`src/rtl/systolic_feeder.sv`:
```
// systolic_feeder
// Transmit-side edge driver for an N x N PE systolic array. Holds operand
// matrices A and B and, for each start command, pulses an accumulator clear,
// streams A into the array's left edge and B into its top edge with a
// diagonal skew, waits for the wavefront to drain, then pulses done.
//
// Ports:
//   clk       rising-edge clock
//   rst       synchronous active-high reset (aborts any product in flight)
//   wr_en     load strobe for one matrix element (honoured only when idle)
//   wr_sel    0 selects matrix A, 1 selects matrix B
//   wr_row    element row index
//   wr_col    element column index
//   wr_data   element value
//   start     begin a product (sampled only when idle)
//   left_out  lane i drives left_in of array row i
//   top_out   lane j drives top_in of array column j
//   acc_clr   one-cycle pulse clearing the PE accumulators
//   busy      high from start acceptance until done
//   done      one-cycle pulse once every PE result is final

module systolic_feeder #(
    parameter int DATA_WIDTH = 8,
    parameter int N          = 4
) (
    input  logic                    clk,
    input  logic                    rst,
    input  logic                    wr_en,
    input  logic                    wr_sel,
    input  logic [$clog2(N)-1:0]    wr_row,
    input  logic [$clog2(N)-1:0]    wr_col,
    input  logic [DATA_WIDTH-1:0]   wr_data,
    input  logic                    start,
    output logic [N*DATA_WIDTH-1:0] left_out,
    output logic [N*DATA_WIDTH-1:0] top_out,
    output logic                    acc_clr,
    output logic                    busy,
    output logic                    done
);

    localparam int IW = $clog2(N);
    localparam int CW = $clog2(3 * N);

    localparam logic [2:0] S_IDLE  = 3'd0;
    localparam logic [2:0] S_CLEAR = 3'd1;
    localparam logic [2:0] S_FEED  = 3'd2;
    localparam logic [2:0] S_DRAIN = 3'd3;
    localparam logic [2:0] S_DONE  = 3'd4;

    localparam logic [CW-1:0] FEED_LAST  = CW'(2 * N - 2);
    localparam logic [CW-1:0] DRAIN_LAST = CW'(N - 1);

    logic [DATA_WIDTH-1:0]   a_q [N][N];
    logic [DATA_WIDTH-1:0]   b_q [N][N];

    logic [2:0]              state_q, state_d;
    logic [CW-1:0]           cnt_q, cnt_d;
    logic [N*DATA_WIDTH-1:0] left_q, left_d;
    logic [N*DATA_WIDTH-1:0] top_q, top_d;
    logic                    acc_clr_q, busy_q, done_q;

    // Sequencer next state. The counter holds the feed time t in FEED and
    // the number of elapsed drain cycles in DRAIN; it restarts at 0 on entry
    // to each of those states so it never has to exceed 2N-2.
    always_comb begin
        state_d = state_q;
        cnt_d   = cnt_q;
        case (state_q)
            S_IDLE: begin
                if (start) begin
                    state_d = S_CLEAR;
                    cnt_d   = '0;
                end
            end
            S_CLEAR: begin
                state_d = S_FEED;
                cnt_d   = '0;
            end
            S_FEED: begin
                if (cnt_q == FEED_LAST) begin
                    state_d = S_DRAIN;
                    cnt_d   = '0;
                end else begin
                    cnt_d = cnt_q + 1'b1;
                end
            end
            S_DRAIN: begin
                if (cnt_q == DRAIN_LAST) begin
                    state_d = S_DONE;
                    cnt_d   = '0;
                end else begin
                    cnt_d = cnt_q + 1'b1;
                end
            end
            S_DONE: begin
                state_d = S_IDLE;
                cnt_d   = '0;
            end
            default: begin
                state_d = S_IDLE;
                cnt_d   = '0;
            end
        endcase
    end

    // Lane values for the coming cycle. Row i sees A[i][t-i] and column j
    // sees B[t-j][j]; outside the skewed diagonal band, and in every state
    // other than FEED, the lanes carry 0 so no stray products accumulate.
    always_comb begin
        int k;
        k      = 0;
        left_d = '0;
        top_d  = '0;
        if (state_d == S_FEED) begin
            for (int i = 0; i < N; i++) begin
                k = int'(cnt_d) - i;
                if (k >= 0 && k < N) begin
                    left_d[i*DATA_WIDTH +: DATA_WIDTH] = a_q[i][k[IW-1:0]];
                    top_d[i*DATA_WIDTH +: DATA_WIDTH]  = b_q[k[IW-1:0]][i];
                end
            end
        end
    end

    // Operand storage. Writes are honoured only while idle so the matrices
    // stay stable for the whole product; a write in the same cycle as start
    // lands before the first feed cycle reads it.
    always_ff @(posedge clk) begin
        if (rst) begin
            for (int r = 0; r < N; r++) begin
                for (int c = 0; c < N; c++) begin
                    a_q[r][c] <= '0;
                    b_q[r][c] <= '0;
                end
            end
        end else if (wr_en && state_q == S_IDLE) begin
            if (wr_sel) begin
                b_q[wr_row][wr_col] <= wr_data;
            end else begin
                a_q[wr_row][wr_col] <= wr_data;
            end
        end
    end

    // State, counter and registered outputs. Outputs are derived from the
    // next state so each one is valid in the same cycle as its state.
    always_ff @(posedge clk) begin
        if (rst) begin
            state_q   <= S_IDLE;
            cnt_q     <= '0;
            left_q    <= '0;
            top_q     <= '0;
            acc_clr_q <= 1'b0;
            busy_q    <= 1'b0;
            done_q    <= 1'b0;
        end else begin
            state_q   <= state_d;
            cnt_q     <= cnt_d;
            left_q    <= left_d;
            top_q     <= top_d;
            acc_clr_q <= (state_d == S_CLEAR);
            busy_q    <= (state_d != S_IDLE);
            done_q    <= (state_d == S_DONE);
        end
    end

    assign left_out = left_q;
    assign top_out  = top_q;
    assign acc_clr  = acc_clr_q;
    assign busy     = busy_q;
    assign done     = done_q;

endmodule

```
`config.mk`:
```
export PLATFORM = sky130hd
export DESIGN_NAME = systolic_feeder
export DESIGN_NICKNAME = d
export VERILOG_FILES = /design/src/rtl/systolic_feeder.sv
export SDC_FILE = /design/constraint.sdc
export NUM_CORES = 1
export LEC_CHECK = 0
export ABC_AREA = 0
export BUFFER_PORTS_ARGS = -buffer_cell sky130_fd_sc_hd__buf_2
export CAP_MARGIN = 5
export CORE_MARGIN = 3
export CORE_UTILIZATION = 60
export DETAILED_ROUTE_END_ITERATION = 8
export PLACE_DENSITY_LB_ADDON = 0.3
export SYNTH_ARGS = -nofsm -noshare
export SYNTH_HDL_FRONTEND = slang
export SYNTH_SLANG_ARGS = --single-unit
```
`constraint.sdc`:
```
create_clock -name clk -period 4.5 [get_ports clk]
set_input_delay 0.9 -clock clk [delete_from_list [all_inputs] [get_ports clk]]
set_output_delay 0.9 -clock clk [all_outputs]
set_load 0.01 [all_outputs]
```
==> reports/metrics.yaml, run 1 <==
sta:
  relSlewSlack_pct: 37.7
  rsz0062_at_grt: "no"
  clock_skew_ps: 14.6
  timing.final.crit_share_pct: 75.7
  fmax_mhz: 294
  tns_ps: 0
  slew_viol_final: 0
  tightest_slew_ps: 922
  hold_violations: 0
  setup_violations: 0
  whs_ps: 523
  fin_ws_ps: 1090
  fin_crit_ps: 3410
clock_network:
  clk_pin_slew_ps: 60
  cts_sinks: 330
  cts.repair.resized: 0
  cts_buffers: 35
  h-tree-depth: 2
  clk_latency_ps: 510
  clock_path_buffers: 3
  cts_root_buf: "clkbuf_16"
  cts_setup_buffers: 0
  cts_tree: "yes"
  cts_hold_buf: 0
power:
  leakage_nw: 6.26
  peakVddDrop_mv: 0.356
  power_mw: 6.73
  p_per_area_nw_per_um2: 432
synthesis:
  ys_seq_area_share_pct: 66.0
  synth_fp_nets: 1000
  synthTopCellsByArea: "edfxtp_1 55%, and2_1 12%, dfxtp_1 11%, mux4_2 6.5%, mux4_1 1.5%"
  yosysWarningCount: 0
  syn_avg_cell_area_sq_um: 14.2
  yosysTopAreaCellShare_pct: 55.3
  ys_seq_elements: 330
  synthCells: 976
  synthArstFlopShare_pct: 0
  ys_types: 52
  synthMuxAreaShare_pct: 7.99
  synth-simple-area-share_pct: 18.7
  yosysTopAreaCell: "edfxtp_1"
  ys.flop_type: "edfxtp_1"
  synthAdderAreaFrac_pct: 0.630
  synth_top_family_by_area: "simple AND/OR/NAND/NOR gates"
  synth_xor_area_share_pct: 0.126
  synth_edf_count: 256
  synthesis.area_sq_um: 13900
  synth-compound-area-share_pct: 4.23
critical_path:
  reg2reg_from: "cnt_q[1]"
  cp-startpoint: "cnt_q[1]"
  path_cells: "ha_1, nor3b_2, o22a_1, o21ai_0, a21oi_1, ha_1, inv_1, a31oi_1, xnor2_1, o211ai_2, nor2b_1"
  path_max_fanout: 16
  required_ps: 4930
  cpMostUsedCell: "ha_1"
  slowest_stage: "a21oi_1"
  crit_type: "register to register"
  endpoint_kind: "register"
  critical_path_arrival_ps: 3840
  critPathMaxStageDelay_ps: 470
  worst_setup_path_start_kind: "register"
die:
  start_util_pct: 61.2
  dieWidth_um: 158
  io_pins: 84
  rows: 55
  die_y_um: 158
  die-area_sq_um: 25000
  core-area_sq_um: 22700
global_route:
  grt_overflow_total: 0
  antenna_found_initial: 0
  grt_max_degree: 36
  grt_pass1_vias: 8229
  grt_pass1_wl_um: 46300
  grt_usage_pct: 24.7
run:
  drv_cap: 0
routing:
  wl_um: 30100
  firstDrtPassIters: 5
  avgViaCountPerCell: 5.89
  post-route-drc-count: 0
  wire_per_inst_um: 22.2
  dr.first_iter.drc_count: 675
  via_count: 7985
  antenna_violating_nets_post_route: 0
layout:
  final_util_pct: 68.6
  n_fill_cell: 1546
  final_area_sq_um: 15600
  area.growth.synth_to_final_pct: 12.1
  layout_commonest_cell: "and2_1"
  final_cell_count_no_fill: 1356
  fin_nets: 1069
  drive_gt1_share_pct: 21.6
  n_antenna_cell: 0
  final_cell_mix: "273 x and2_1, 256 x edfxtp_1, 83 x buf_2"
placement:
  hpwl_um: 18500
  portBuffers: 83
  place_inst: 1293
  place_ws_ps: 925
  gp_congestion: 0.792
  place_area_sq_um: 14400
hold_path:
  hp-start: "a_q[2][28]"
  hold_class: "register to register"
outcome:
  status: "finished, final reports clean"
## critical path: cells and delay by family (launching register included)
family                   cells  cell delay, ps
AO/OA/AOI/OAI                5            1590
AND/OR/NAND/NOR              2             590
buffers and inverters        1              60
flip-flops                   1             380
XOR/XNOR                     1             170
adder cells (fa/ha/maj)      2             520
## per-layer routing
metal	share of wire (%)	track usage (%)	vias to the layer above
li1	-	-	3628
met1	41	33.9	3960
met2	49	40.2	322
met3	7.1	4.59	75
met4	3.2	9.05	0
met5	0	0	-
## path summary, 6_finish.rpt
path                  endpoint  slack [ps]  cells after the start
setup / recovery   left_out[8]        1090                     11
hold / removal    left_out[20]         520                      2
setup reg to reg   left_out[8]        1090                     11
hold reg to reg   left_out[20]         520                      2
## flip-flops by register name, summed over array words and instances, names as in the netlist
name      flops
done          1
b_q         128
acc_clr       1
busy          1
a_q         128
cnt_q         4
top_out      32
left_out     32
state_q       3
## final cells by class
cell class / count / area (sq um) / share of cell area [%]
sequential: 330 / 9170 / 58.8
multi-input combinational: 580 / 4410 / 28.3
clock buffer: 46 / 1000 / 6.41
timing repair buffer: 92 / 483 / 3.10
tap: 285 / 357 / 2.29
clock inverter: 17 / 139 / 0.891
inverter: 6 / 25.0 / 0.161
## logic make-up (layout without fill, tap and decap cells)
logic type,Yosys count,after routing
adder cells (fa/ha/maj),7,7
AO/OA/AOI/OAI,85,85
buffers and inverters,66,161
multiplexers,48,48
AND/OR/NAND/NOR,438,438
flip-flops,330,330
XOR/XNOR,2,2
## power by group
part | total (mW) | internal [mW] | switching [mW]
Clock | 2.83 | 1.68 | 1.14
Combinational | 0.499 | 0.201 | 0.298
Sequential | 3.41 | 3.37 | 0.0355
Total | 6.73 | 5.25 | 1.48
## cell usage after synthesis, types with 6 or more instances
cell,instances
nor2_1,39
and3_1,17
and2_1,273
a211oi_1,12
mux4_2,40
nand2b_1,6
nand2_1,27
clkbuf_1,42
a21o_1,17
nor2b_1,20
edfxtp_1,256
a21oi_1,35
buf_2,9
dfxtp_1,74
ha_1,7
or2_2,33
mux4_1,8
No activity file was read; power rests on OpenSTA's default activity.
==> run 2, diff against run 1 <==
clock period = 3.3 ns   (was 4.5 ns; I/O delays follow)
==> reports/metrics.yaml, run 2 (synthesis results as in run 1) <==
outcome:
  status: "finished, final reports clean"  # unchanged
placement:
  portBuffers: 83  # unchanged
  gp_congestion: 0.799  # was 0.792
  hpwl_um: 18100  # was 18500 um
  place_ws_ps: 127  # was 925 ps
layout:
  final_cell_mix: "273 x and2_1, 256 x edfxtp_1, 83 x buf_2"  # unchanged
  area.growth.synth_to_final_pct: 14.0  # was 12.1%
  fin_nets: 1103  # was 1069
  reg.largest.list: "a_q x128, b_q x128"  # unchanged
  drive_gt1_share_pct: 23.7  # was 21.6%
  layout_commonest_cell: "and2_1"  # unchanged
global_route:
  grt_overflow_total: 0  # unchanged
  grt_pass1_vias: 8083  # was 8229
  grt_max_degree: 66  # was 36
  antenna_found_initial: 2  # was 0
  grt_pass1_wl_um: 45300  # was 46300 um
  grt_usage_pct: 24.0  # was 24.7%
die:
  core-area_sq_um: 22700  # unchanged
  start_util_pct: 61.2  # unchanged
  rows: 55  # unchanged
  io_pins: 84  # unchanged
  die-area_sq_um: 25000  # unchanged
  die_y_um: 158  # unchanged
  dieWidth_um: 158  # unchanged
clock_network:
  clk_pin_slew_ps: 60  # about the same
  cts_tree: "yes"  # unchanged
  cts_setup_buffers: 0  # unchanged
  cts_buffers: 34  # was 35
  cts_root_buf: "clkbuf_16"  # unchanged
  cts_sinks: 330  # unchanged
  h-tree-depth: 2  # unchanged
  clk_latency_ps: 510  # about the same
  cts_hold_buf: 0  # unchanged
  clock_path_buffers: 3  # unchanged
  cts.repair.resized: 0  # unchanged
sta:
  clock_skew_ps: 14.3  # was 14.6 ps
  slew_viol_final: 0  # unchanged
  fmax_mhz: 321  # was 294 MHz
  timing.final.crit_share_pct: 94.5  # was 75.7%
  rsz0062_at_grt: "no"  # unchanged
  tightest_slew_ps: 731  # was 922 ps
  hold_violations: 0  # unchanged
  fin_ws_ps: 180  # was 1090 ps
  setup_violations: 0  # unchanged
  relSlewSlack_pct: 51.3  # was 37.7%
  tns_ps: 0  # unchanged
  fin_crit_ps: 3120  # was 3410 ps
power:
  internal_power_mw: 7.09  # was 5.25 mW
  seq_power_share_pct: 51.1  # was 50.6%
  peakVddDrop_mv: 0.411  # was 0.356 mV
  leakage_nw: 6.44  # was 6.26 nW
  p_per_area_nw_per_um2: 572  # was 432 nW/um^2
  switching_share_pct: 21.8  # was 22.0%
  combPwrFrac_pct: 7.8  # was 7.4%
  p_switching_mw: 1.97  # was 1.48 mW
  clockPowerShare_pct: 41.1  # was 42.0%
critical_path:
  critical_path_arrival_ps: 3530  # was 3840 ps
  reg2reg_from: "cnt_q[0]"  # was cnt_q[1]
  endpoint_kind: "register"  # unchanged
  required_ps: 3710  # was 4930 ps
  path_max_fanout: 13  # was 16
  crit_type: "register to register"  # unchanged
  cp-startpoint: "cnt_q[0]"  # was cnt_q[1]
  worst_setup_path_start_kind: "register"  # unchanged
hold_path:
  hold_class: "register to register"  # unchanged
  hp-start: "a_q[2][24]"  # was a_q[2][28]
routing:
  via_count: 8002  # was 7985
  wl_um: 29200  # was 30100 um
  dr.first_iter.drc_count: 690  # was 675
  avgViaCountPerCell: 5.75  # was 5.89
  antenna_violating_nets_post_route: 0  # unchanged
  firstDrtPassIters: 5  # unchanged
  post-route-drc-count: 0  # unchanged
  wire_per_inst_um: 21.0  # was 22.2 um
run:
  drv_cap: 0  # unchanged
-- run 2: area by class of cell --
class	instances	area (sq um)
multi-input combinational	580	4420
sequential	330	9170
timing repair buffer	127	771
clock inverter	14	98.8
inverter	6	25.0
clock buffer	48	998
antenna	2	5.00
fill	1508	6860
tap	285	357
-- run 2: worst paths after layout --
path	cells past startpoint	end	slack, ps
worst min-delay path	2	left_out[16]	530
worst min register to register	2	left_out[16]	530
worst max-delay path	12	left_out[19]	180
worst max register to register	12	left_out[19]	180
-- run 2: worst max-delay path: stages (launching register included) --
cell      delay [ps]
dfxtp_1          380
inv_1             90
ha_1             220
and3b_1          230
o22a_1           270
nor3b_1          390
a21oi_1          120
buf_4            180
ha_1             220
inv_1             80
nand2b_1          70
o31a_1           480
a211oi_1         280
-- run 2: routing by layer --
layer / GRT usage [%] / vias up / routed length, um
li1: - / 3700 / -
met1: 32.4 / 3954 / 11900
met2: 39.4 / 274 / 14400
met3: 5.19 / 72 / 1960
met4: 8.19 / 2 / 924
met5: 0 / - / 8
-- run 2: power groups by stage --
stage	Sequential [mW]	Clock (mW)	Combinational [mW]
finish	4.63	3.72	0.703
global route	4.65	3.95	0.758
CTS	4.64	3.78	0.706
detailed placement	4.72	0	0.702
global placement	4.72	0	0.697
floorplan	4.71	0	0.520
-- run 2: through the flow --
step           power, mW  hold slack (ps)  std cells  cell area [sq um]  utilization, %
2_1_floorplan       5.23              496        976              13900               -
3_3_place_gp        5.41              506       1328              14700            64.9
3_5_place_dp        5.43              523       1328              14700            64.9
4_1_cts             9.12              533       1390              15800            69.7
5_1_grt             9.35              557       1391              15800            69.8
6_report            9.06              525       1392              15800            69.8
